===== config.mk =====
export PLATFORM = sky130hd
export DESIGN_NAME = mmio_input_ctrl
export DESIGN_NICKNAME = d
export VERILOG_FILES = /design/src/rtl/mmio_in_pkg.sv /design/src/rtl/in_debounce.sv /design/src/rtl/mmio_input_ctrl.sv
export SDC_FILE = /design/constraint.sdc
export NUM_CORES = 1
export LEC_CHECK = 0
export ABC_AREA = 1
export BUFFER_PORTS_ARGS = -buffer_cell sky130_fd_sc_hd__buf_2
export CORE_MARGIN = 3
export CORE_UTILIZATION = 51
export CTS_BUF_LIST = sky130_fd_sc_hd__clkbuf_2 sky130_fd_sc_hd__clkbuf_4 sky130_fd_sc_hd__clkbuf_8
export CTS_CLUSTER_DIAMETER = 150
export CTS_CLUSTER_SIZE = 40
export DETAILED_ROUTE_END_ITERATION = 8
export HOLD_SLACK_MARGIN = 0.1
export PLACE_DENSITY = 0.76
export SLEW_MARGIN = 20
export SYNTH_ARGS = -nofsm -noshare
export SYNTH_HDL_FRONTEND = slang
export SYNTH_HIERARCHICAL = 1
export SYNTH_SLANG_ARGS = --single-unit
export TNS_END_PERCENT = 100

===== constraint.sdc =====
create_clock -name clk -period 1.3 [get_ports clk]
set_input_delay 0 -clock clk [delete_from_list [all_inputs] [get_ports clk]]
set_output_delay 0 -clock clk [all_outputs]
set_load 0.02 [all_outputs]

===== src/rtl/mmio_in_pkg.sv =====
// Shared constants for the MIO input peripheral: register word offsets,
// PENDING/IRQ_EN bit layout and the bus address width.
// Optional build macro: MMIO_IN_FALLEDGE_EN adds the FALL_PENDING register.
package mmio_in_pkg;

  // Register word offsets (byte address bits above [1:0])
  localparam int OFF_SW_LEVEL     = 0;
  localparam int OFF_BTN_LEVEL    = 1;
  localparam int OFF_PENDING      = 2;
  localparam int OFF_IRQ_EN       = 3;
  localparam int OFF_FALL_PENDING = 4;

`ifdef MMIO_IN_FALLEDGE_EN
  localparam int ADDR_W = 3;
`else
  localparam int ADDR_W = 2;
`endif

  // Event-vector layout: switches occupy the low bits, buttons sit above them
  localparam int DEF_SW_W = 16;
  localparam int SW_BASE  = 0;

  function automatic int btn_base(input int sw_w);
    return SW_BASE + sw_w;
  endfunction

  localparam int BTN_BASE = btn_base(DEF_SW_W);

endpackage


===== src/rtl/in_debounce.sv =====
// One input bit: 2-FF synchronizer, debounce counter and accepted stable level.
// chg pulses for one cycle right after level takes a new value, so the
// direction of the change is simply the current level.
module in_debounce #(
  parameter int DB_CYCLES = 1000000,
  parameter int CNT_W     = 20
) (
  input  logic clk,
  input  logic rstn,
  input  logic raw,
  output logic level,
  output logic chg
);

  localparam logic [CNT_W-1:0] CNT_LAST = CNT_W'(DB_CYCLES - 1);

  logic             sync1;
  logic             sync2;
  logic [CNT_W-1:0] cnt;

  // Bring the asynchronous pin into the clk domain
  always_ff @(posedge clk or negedge rstn) begin
    if (!rstn) begin
      sync1 <= 1'b0;
      sync2 <= 1'b0;
    end else begin
      sync1 <= raw;
      sync2 <= sync1;
    end
  end

  // Accept a new level only after it has differed for DB_CYCLES consecutive cycles
  always_ff @(posedge clk or negedge rstn) begin
    if (!rstn) begin
      cnt   <= '0;
      level <= 1'b0;
      chg   <= 1'b0;
    end else begin
      chg <= 1'b0;
      if (sync2 == level) begin
        cnt <= '0;
      end else if (cnt == CNT_LAST) begin
        level <= sync2;
        cnt   <= '0;
        chg   <= 1'b1;
      end else begin
        cnt <= cnt + CNT_W'(1);
      end
    end
  end

endmodule


===== src/rtl/mmio_input_ctrl.sv =====
// MIO-bus input peripheral: debounced switches/buttons, sticky rising-edge
// PENDING (W1C, set wins), IRQ_EN mask and a registered interrupt request.
// Optional build macro: MMIO_IN_FALLEDGE_EN adds FALL_PENDING at offset 4
// (3-bit addr) which captures falling edges and also feeds irq.
module mmio_input_ctrl
  import mmio_in_pkg::*;
#(
  parameter int SW_W      = 16,
  parameter int BTN_W     = 5,
  parameter int DB_CYCLES = 1000000,
  parameter int CNT_W     = 20
) (
  input  logic              clk,
  input  logic              rstn,
  input  logic [SW_W-1:0]   sw_i,
  input  logic [BTN_W-1:0]  btn_i,
  input  logic              sel,
  input  logic              we,
  input  logic [ADDR_W-1:0] addr,
  input  logic [31:0]       wdata,
  output logic [31:0]       rdata,
  output logic              irq
);

  localparam int EV_W    = SW_W + BTN_W;
  localparam int BTN_LSB = btn_base(SW_W);

  logic [EV_W-1:0] raw_vec;
  logic [EV_W-1:0] level_vec;
  logic [EV_W-1:0] chg_vec;
  logic [EV_W-1:0] rise_vec;
  logic [EV_W-1:0] pending;
  logic [EV_W-1:0] irq_en;
  logic [EV_W-1:0] irq_src;
  logic            wr_pending;
  logic            wr_irq_en;
  logic            unused_wdata;

  assign raw_vec[SW_BASE +: SW_W]  = sw_i;
  assign raw_vec[BTN_LSB +: BTN_W] = btn_i;

  // Upper data bits have no register behind them
  assign unused_wdata = ^wdata[31:EV_W];

  for (genvar g = 0; g < EV_W; g++) begin : g_db
    in_debounce #(
      .DB_CYCLES (DB_CYCLES),
      .CNT_W     (CNT_W)
    ) u_db (
      .clk   (clk),
      .rstn  (rstn),
      .raw   (raw_vec[g]),
      .level (level_vec[g]),
      .chg   (chg_vec[g])
    );
  end

  assign rise_vec   = chg_vec & level_vec;
  assign wr_pending = sel & we & (addr == ADDR_W'(OFF_PENDING));
  assign wr_irq_en  = sel & we & (addr == ADDR_W'(OFF_IRQ_EN));

  // Sticky rising-edge flags; a new edge beats a simultaneous clear
  always_ff @(posedge clk or negedge rstn) begin
    if (!rstn) begin
      pending <= '0;
    end else if (wr_pending) begin
      pending <= (pending & ~wdata[EV_W-1:0]) | rise_vec;
    end else begin
      pending <= pending | rise_vec;
    end
  end

  // Interrupt enable mask
  always_ff @(posedge clk or negedge rstn) begin
    if (!rstn) begin
      irq_en <= '0;
    end else if (wr_irq_en) begin
      irq_en <= wdata[EV_W-1:0];
    end
  end

`ifdef MMIO_IN_FALLEDGE_EN
  logic [EV_W-1:0] fall_vec;
  logic [EV_W-1:0] fall_pending;
  logic            wr_fall_pending;

  assign fall_vec        = chg_vec & ~level_vec;
  assign wr_fall_pending = sel & we & (addr == ADDR_W'(OFF_FALL_PENDING));

  // Sticky falling-edge flags, same W1C/set-wins rule as PENDING
  always_ff @(posedge clk or negedge rstn) begin
    if (!rstn) begin
      fall_pending <= '0;
    end else if (wr_fall_pending) begin
      fall_pending <= (fall_pending & ~wdata[EV_W-1:0]) | fall_vec;
    end else begin
      fall_pending <= fall_pending | fall_vec;
    end
  end

  assign irq_src = (pending | fall_pending) & irq_en;
`else
  assign irq_src = pending & irq_en;
`endif

  // Registered interrupt request, one cycle behind the flag/mask registers
  always_ff @(posedge clk or negedge rstn) begin
    if (!rstn) begin
      irq <= 1'b0;
    end else begin
      irq <= |irq_src;
    end
  end

  // Side-effect-free read mux, zero when not selected
  always_comb begin
    rdata = '0;
    if (sel) begin
      case (addr)
        ADDR_W'(OFF_SW_LEVEL):     rdata[SW_W-1:0]  = level_vec[SW_BASE +: SW_W];
        ADDR_W'(OFF_BTN_LEVEL):    rdata[BTN_W-1:0] = level_vec[BTN_LSB +: BTN_W];
        ADDR_W'(OFF_PENDING):      rdata[EV_W-1:0]  = pending;
        ADDR_W'(OFF_IRQ_EN):       rdata[EV_W-1:0]  = irq_en;
`ifdef MMIO_IN_FALLEDGE_EN
        ADDR_W'(OFF_FALL_PENDING): rdata[EV_W-1:0]  = fall_pending;
`endif
        default:                   rdata = '0;
      endcase
    end
  end

endmodule


==> key figures, run 1 <==
Run status
  – Outcome: finished with violations
  – Failing checks: setup timing

Global route
  – GRT Util Overall: 22.96%
  – First-pass GRT wire length: 122000 µm
  – Number of global-route vias before repair: 25370
  – Grt ovf: 0
  – Initial antenna violation count: 7
  – Pin count of the biggest net entering global routing: 73

Detailed routing
  – Final ANT Viol Nets: 0
  – Via-to-Cell Ratio: 5.180
  – Starting DRC count in detailed routing: 1880
  – DRT Pass-1 Iters: 7
  – Vias: 27080
  – Drt total wl: 76840 µm
  – Residual DRC count: 0
  – Wire per inst: 14.70 µm

STA
  – Final Cycle Share: 132.9%
  – RSZ-0062 raised after global routing: true
  – Hold Violations, Final: 0
  – Worst Tran Pin Value: 664.3 ps
  – Max Fclk: 578.7 MHz
  – Worst slew margin: 55.71%
  – Worst Hold Slack: 95.67 ps
  – Final worst setup slack: -428.1 ps
  – Setup TNS: -18620 ps
  – Final Max Tran Viols: 0
  – Layout Skew: 39.87 ps
  – Fin crit period: 1728 ps
  – Final Setup Violations: 276

Clocking
  – CTS tree: built
  – Number of buffers created by CTS: 17
  – Clk root buf: clkbuf_8
  – Buffers from clock root to sink, at most: 3
  – Worst-path clk slew: 230 ps
  – Depth of the CTS H-tree: 1
  – Worst-Skew Late Latency: 670 ps
  – CTS Sinks: 547

Power
  – Logic gate share of total power: 11.9%
  – Pwr Density: 700.5 nW/µm²
  – Peak supply drop: 0.7217 mV
  – Leak: 0.01727 µW
  – Sequential power share: 65.9%
  – Switching power: 7063 µW
  – Switch share: 25.93%
  – Pint: 20180 µW
  – Total power: 27240 µW
  – Clock network power share: 22.2%

Critical path
  – Endpoint of the worst-slack reg-to-reg timing path: g_db[0].u_db/cnt[5]$_DFF_PN0_
  – Crit path capture type: primary output
  – Crit path kind: flip-flop to primary output
  – Required @ worst endpoint: 1300 ps
  – Crit start category: flip-flop
  – Worst reg2reg path depth: 7
  – CP max FO: 2
  – Flop-to-flop setup slack: -180 ps
  – Crit path DAT: 1730 ps
  – Critical R2R Launch: g_db[0].u_db/cnt[0]$_DFF_PN0_

Place
  – Post-DP HPWL: 51560 µm
  – IO Port Bufs: 69
  – Routability cong.: 0.9261
  – Placed cell areas: 33630 µm²

Floorplanning
  – I/O pins: 92
  – Initial Util: 52.10%
  – Rows: 88
  – DIE WIDTH: 249.9 µm
  – Die Height: 249.9 µm
  – Area of the die: 62470 µm²
  – Core area: 58250 µm²

Run
  – Max-Cap Viols: 0

Synth
  – Gate Count Post-Synth: 3842
  – Yosys cell types: 31
  – Sequential area share after synthesis: 45.11%
  – Seq cells post-synth: 547
  – Ys Warns: 6
  – Syn avg cell area: 7.899 µm²
  – Synthesized area: 30350 µm²

Final layout
  – Cell area after layout: 38890 µm²
  – Share of cells above drive strength 1: 30.50%
  – Final net count: 4537
  – Final core occ: 66.77%
  – Most frequent cells in the layout: nand2_1, nor2_1, dfrtp_1
  – Commonest non-fill, non-tap cell in the layout: nand2_1
  – Area growth from synthesis to layout: 28.15%

Hold path
  – Hold Path Origin: sel
  – Hold endpoint: pending[8]$_DFF_PN0_
  – Hold path cells: 7
  – Worst min path class: primary input to flip-flop
routing by layer:
metal / GRT usage, % / vias up / routed length (µm)
li1: - / 13250 / -
met1: 32.85 / 13010 / 34400
met2: 38.42 / 697 / 36720
met3: 2.595 / 120 / 4202
met4: 3.791 / 4 / 1496
met5: 0 / - / 26
worst max-delay path: stages, from the launching register on:
cell	delay, ps
dfrtp_1	420
inv_2	50
o211ai_1	300
nand2_1	110
inv_2	90
buf_6	120
layout make-up:
type,count,area (µm²)
antenna,6,15.01
clock buffer,17,234.0
clock inverter,1,16.27
fill,4471,19360
inverter,346,1301
multi-input combinational,2911,17260
sequential,547,13780
tap,765,957.2
timing repair buffer,634,5326
flip-flops by register name, summed over array words and instances (netlist names):
signal           count
g_db.u_db/cnt      420
g_db.u_db/chg       21
g_db.u_db/level     21
g_db.u_db/sync1     21
g_db.u_db/sync2     21
irq_en              21
pending             21
irq                  1
per-stage QoR:
stage / std cells / setup slack (ps)
2_1_floorplan: 3852 / 36.20
3_3_place_gp: 4912 / -31.93
3_5_place_dp: 4912 / -68.86
4_1_cts: 5103 / -402.2
5_1_grt: 5224 / -504.7
6_report: 5227 / -428.1
cells by family after synthesis:
logic type | share of synthesized area (%)
XOR/XNOR | 6.667
buffers and inverters | 5.133
flip-flops | 45.11
other | 0.01236
adder cells (fa/ha/maj) | 0.8658
AND/OR/NAND/NOR | 38.82
AO/OA/AOI/OAI | 3.397
power groups by stage:
stage	combinational, µW	sequential [µW]	clock (µW)
detailed placement	2410	18200	0
global route	3580	18000	6840
floorplan	1180	18100	0
CTS	2960	17900	6320
finish	3240	18000	6040
global placement	2350	18200	0
cells in the mapped netlist (all sizes together):
master | count | area share, %
nand3 | 383 | 7.5
nor2 | 1048 | 16
nor3 | 21 | 0.35
xor2 | 105 | 3.0
o21ai | 27 | 0.45
nand4 | 44 | 0.91
nand2 | 920 | 13
clkinv | 1 | 0.012
xnor2 | 126 | 3.6
a21oi | 68 | 1.1
ha | 21 | 0.87
o21bai | 63 | 1.6
o211ai | 11 | 0.27
dfrtp | 547 | 45
nand3b | 42 | 1.0
inv | 345 | 4.3
conb | 1 | 0.012
clkbuf | 23 | 0.29
and2 | 21 | 0.43
buf | 25 | 0.56
repair_timing:
action,CTS,global route
hold buffers,102,2
endpoints found under the hold margin,610,6
buffers inserted,74,121
setup endpoints to repair,240,454
gates resized for setup,249,449
cloned,0,2
pin swaps,86,220
worst max-delay path by stage:
| stage | from | endpoint | slack (ps) |
|---|---|---|---|
| after floorplan | g_db[0].u_db/cnt[0]$_DFF_PN0_ | g_db[0].u_db/cnt[18]$_DFF_PN0_ | 40 |
| final | irq_en[11]$_DFFE_PN0P_ | rdata[11] | -430 |
| after CTS | irq_en[11]$_DFFE_PN0P_ | rdata[11] | -400 |
| after global routing | irq_en[11]$_DFFE_PN0P_ | rdata[11] | -500 |
| after detailed placement | g_db[16].u_db/cnt[0]$_DFF_PN0_ | g_db[16].u_db/cnt[14]$_DFF_PN0_ | -70 |
| after global placement | g_db[6].u_db/cnt[0]$_DFF_PN0_ | g_db[6].u_db/cnt[18]$_DFF_PN0_ | -30 |
Note: power is estimated with default switching activity, not from simulation.
==> run 2: changes to the inputs <==
--- a/config.mk
+++ b/config.mk
@@ -8,13 +8,13 @@
 export ABC_AREA = 1
 export BUFFER_PORTS_ARGS = -buffer_cell sky130_fd_sc_hd__buf_2
 export CORE_MARGIN = 3
-export CORE_UTILIZATION = 51
+export CORE_UTILIZATION = 35
 export CTS_BUF_LIST = sky130_fd_sc_hd__clkbuf_2 sky130_fd_sc_hd__clkbuf_4 sky130_fd_sc_hd__clkbuf_8
 export CTS_CLUSTER_DIAMETER = 150
 export CTS_CLUSTER_SIZE = 40
 export DETAILED_ROUTE_END_ITERATION = 8
 export HOLD_SLACK_MARGIN = 0.1
-export PLACE_DENSITY = 0.76
+export PLACE_DENSITY = 0.58
 export SLEW_MARGIN = 20
 export SYNTH_ARGS = -nofsm -noshare
 export SYNTH_HDL_FRONTEND = slang
==> run 2 against run 1 <==
The run still ends with setup timing left. Maximum frequency fell by 8.8%. Largest power group unchanged. Total power rose by 2.6%. Routed wire length fell by 3.4%. Setup slack got worse by 170 ps.
==> key figures, run 2 (synthesis gave the netlist of run 1 again) <==
Critical path
  – Most used cell, CP: inv_2
  – Family with the most delay on the worst path: compound AO/OA/AOI/OAI gates
  – Slowest-stage cell, CP: o211ai_1
  – CP peak stage delay: 440 ps (+20 ps)
  – CP Launch Point: irq_en[8]$_DFFE_PN0P_
  – Crit start category: flip-flop
  – Cells along the critical path: inv_2 > o211ai_1 > nand2_1 > inv_2 > buf_6
  – CP max FO: 2 (unchanged)
  – Critical R2R Launch: g_db[5].u_db/cnt[0]$_DFF_PN0_
  – Crit path kind: flip-flop to primary output
  – Crit path capture type: primary output
  – Required @ worst endpoint: 1300 ps (about the same)
  – Crit path DAT: 1900 ps (+170 ps)
  – Worst path bufs/invs: 3 (unchanged)

STA
  – Final Max Tran Viols: 0 (unchanged)
  – Hold Violations, Final: 0 (unchanged)
  – Max Fclk: 527.5 MHz (-8.8%)
  – Final Setup Violations: 196 (-29%)
  – Fin crit period: 1896 ps (+167.6 ps)
  – Setup TNS: -11460 ps (+7152 ps)
  – Worst slew margin: 52.68% (-3.0 points)
  – Worst Tran Pin Value: 707.5 ps (+43.20 ps)
  – RSZ-0062 raised after global routing: true
  – Final worst setup slack: -595.7 ps (-167.6 ps)
  – Layout Skew: 89.10 ps (+49.23 ps)
  – Final Cycle Share: 145.8% (+13 points)

Final layout
  – Top reg by flops: g_db.u_db/cnt
  – Area growth from synthesis to layout: 28.80%
  – Share of cells above drive strength 1: 27.93% (-2.6 points)
  – Most frequent cells in the layout: nor2_1, nand2_1, dfrtp_1
  – Filler instances: 8378 (+87%)
  – Max FFs per register: 420 (unchanged)
  – Final net count: 4559 (+0.48%)
  – Commonest non-fill, non-tap cell in the layout: nor2_1

Global route
  – Gr busiest metal: met2
  – GR Util met2: 26.23% (-12 points)
  – Grt ovf: 0 (unchanged)
  – Number of global-route vias before repair: 24950 (-1.6%)
  – Initial antenna violation count: 7 (unchanged)
  – Met1 Use GR: 23.97% (-8.9 points)
  – Pin count of the biggest net entering global routing: 76 (+4.1%)
  – Routing usage on met3: 1.810% (-0.79 points)
  – First-pass GRT wire length: 123100 µm (+0.90%)
  – GRT Util Overall: 16.24% (-6.7 points)

Floorplanning
  – DIE WIDTH: 300.5 µm (+20%)
  – Core area: 85550 µm² (+47%)
  – I/O pins: 92 (unchanged)
  – Rows: 107 (+22%)
  – Area of the die: 90270 µm² (+45%)
  – Initial Util: 35.47% (-17 points)
  – Die Height: 300.5 µm (+20%)

Clocking
  – CTS tree: built
  – Worst-Skew Late Latency: 670 ps (about the same)
  – Depth of the CTS H-tree: 1 (unchanged)
  – Number of buffers created by CTS: 18 (+1)
  – Clk root buf: clkbuf_8
  – Buffers from clock root to sink, at most: 3 (unchanged)
  – Worst-path clk slew: 230 ps (about the same)
  – CTS Sinks: 547 (unchanged)

Detailed routing
  – Final ANT Viol Nets: 0 (unchanged)
  – Residual DRC count: 0 (unchanged)
  – Vias: 25660 (-5.2%)
  – Drt total wl: 74220 µm (-3.4%)
  – DRT Pass-1 Iters: 5 (-2)
  – Starting DRC count in detailed routing: 1277 (-32%)
  – Wire per inst: 13.18 µm (-10%)
  – Via-to-Cell Ratio: 4.557 (-12%)

Power
  – Peak supply drop: 0.8845 mV (+23%)
  – Total power: 27940 µW (+2.6%)
  – Leak: 0.01732 µW (+0.29%)
  – Pwr Density: 714.9 nW/µm² (+2.1%)

Run status
  – Outcome: finished with violations
  – Failing checks: setup timing

Place
  – IO Port Bufs: 69 (unchanged)
  – Post-DP HPWL: 54130 µm (+5.0%)
  – Routability cong.: 0.8728 (-5.8%)

Run
  – Max-Cap Viols: 0 (unchanged)

Hold path
  – Hold Path Origin: we
  – Worst min path class: primary input to flip-flop
## run 2: changes by cell type in the layout (fill, tap and decap cells not counted), sizes merged
cell / change
clkbuf: +5
dlymetal6s4s: -2
clkinv: +1
dlygate4sd3: +15
buf: +8
diode: -3
## run 2: what timing repair did
action	CTS	global route
endpoints found under the setup margin	271	874
buffers inserted	67	73
gates cloned	1	0
hold buffers	114	8
pin swaps	84	146
gates resized for setup	253	285
hold endpoints to repair	610	249
## run 2: final cells by class
cell class | instances | area (µm²) | share of cell area (%)
antenna | 3 | 7.507 | 0.01921
clock buffer | 22 | 302.8 | 0.7747
clock inverter | 2 | 46.29 | 0.1184
inverter | 346 | 1306 | 3.342
multi-input combinational | 2911 | 16710 | 42.76
sequential | 547 | 13760 | 35.20
tap | 1144 | 1431 | 3.662
timing repair buffer | 655 | 5519 | 14.12
## run 2: power by group
group	leakage [µW]	switching, µW	internal (µW)	total [µW]
Sequential	0.00734	462	17500	18000
Combinational	0.00980	1760	1470	3230
Clock	0.000176	5140	1600	6730
## run 2: worst reg2reg max path: stages, from the launching register on
cell,delay [ps]
dfrtp_1,460
buf_6,140
inv_4,30
nor2_4,190
nand2_4,130
nor2_4,160
xnor2_1,150
nor2_2,50
## run 2: through the flow
stage / instance area (µm²) / hold slack (ps) / utilization (%) / instances / setup WS [ps]
final: 39090 / 133.2 / 45.69 / 5630 / -595.7
after global routing: 39080 / 97.45 / 45.68 / 5629 / -680.5
after CTS: 37610 / 106.7 / 43.96 / 5558 / -608.7
after detailed placement: 34630 / -169.4 / 40.48 / 5354 / -86.51
after global placement: 34630 / -172.2 / 40.48 / 5354 / -47.52
after floorplan: 30380 / -295.6 / - / 3852 / 36.20
## run 2: metal layers
layer / wire (µm) / part of all wire, %
met1: 36840 / 50
met2: 33320 / 45
met3: 3032 / 4.1
met4: 965 / 1.3
met5: 55 / 0.074
## run 2: final timing paths
check | depth (start not counted) | endpoint | slack [ps]
min | 7 | pending[14]$_DFF_PN0_ | 130
min in group asynchronous | 3 | g_db[9].u_db/sync2$_DFF_PN0_ | 380
min reg2reg | 0 | g_db[9].u_db/sync2$_DFF_PN0_ | 360
max reg2reg | 7 | g_db[5].u_db/cnt[9]$_DFF_PN0_ | -90
max in group asynchronous | 5 | g_db[3].u_db/cnt[7]$_DFF_PN0_ | 270
max | 5 | rdata[8] | -600
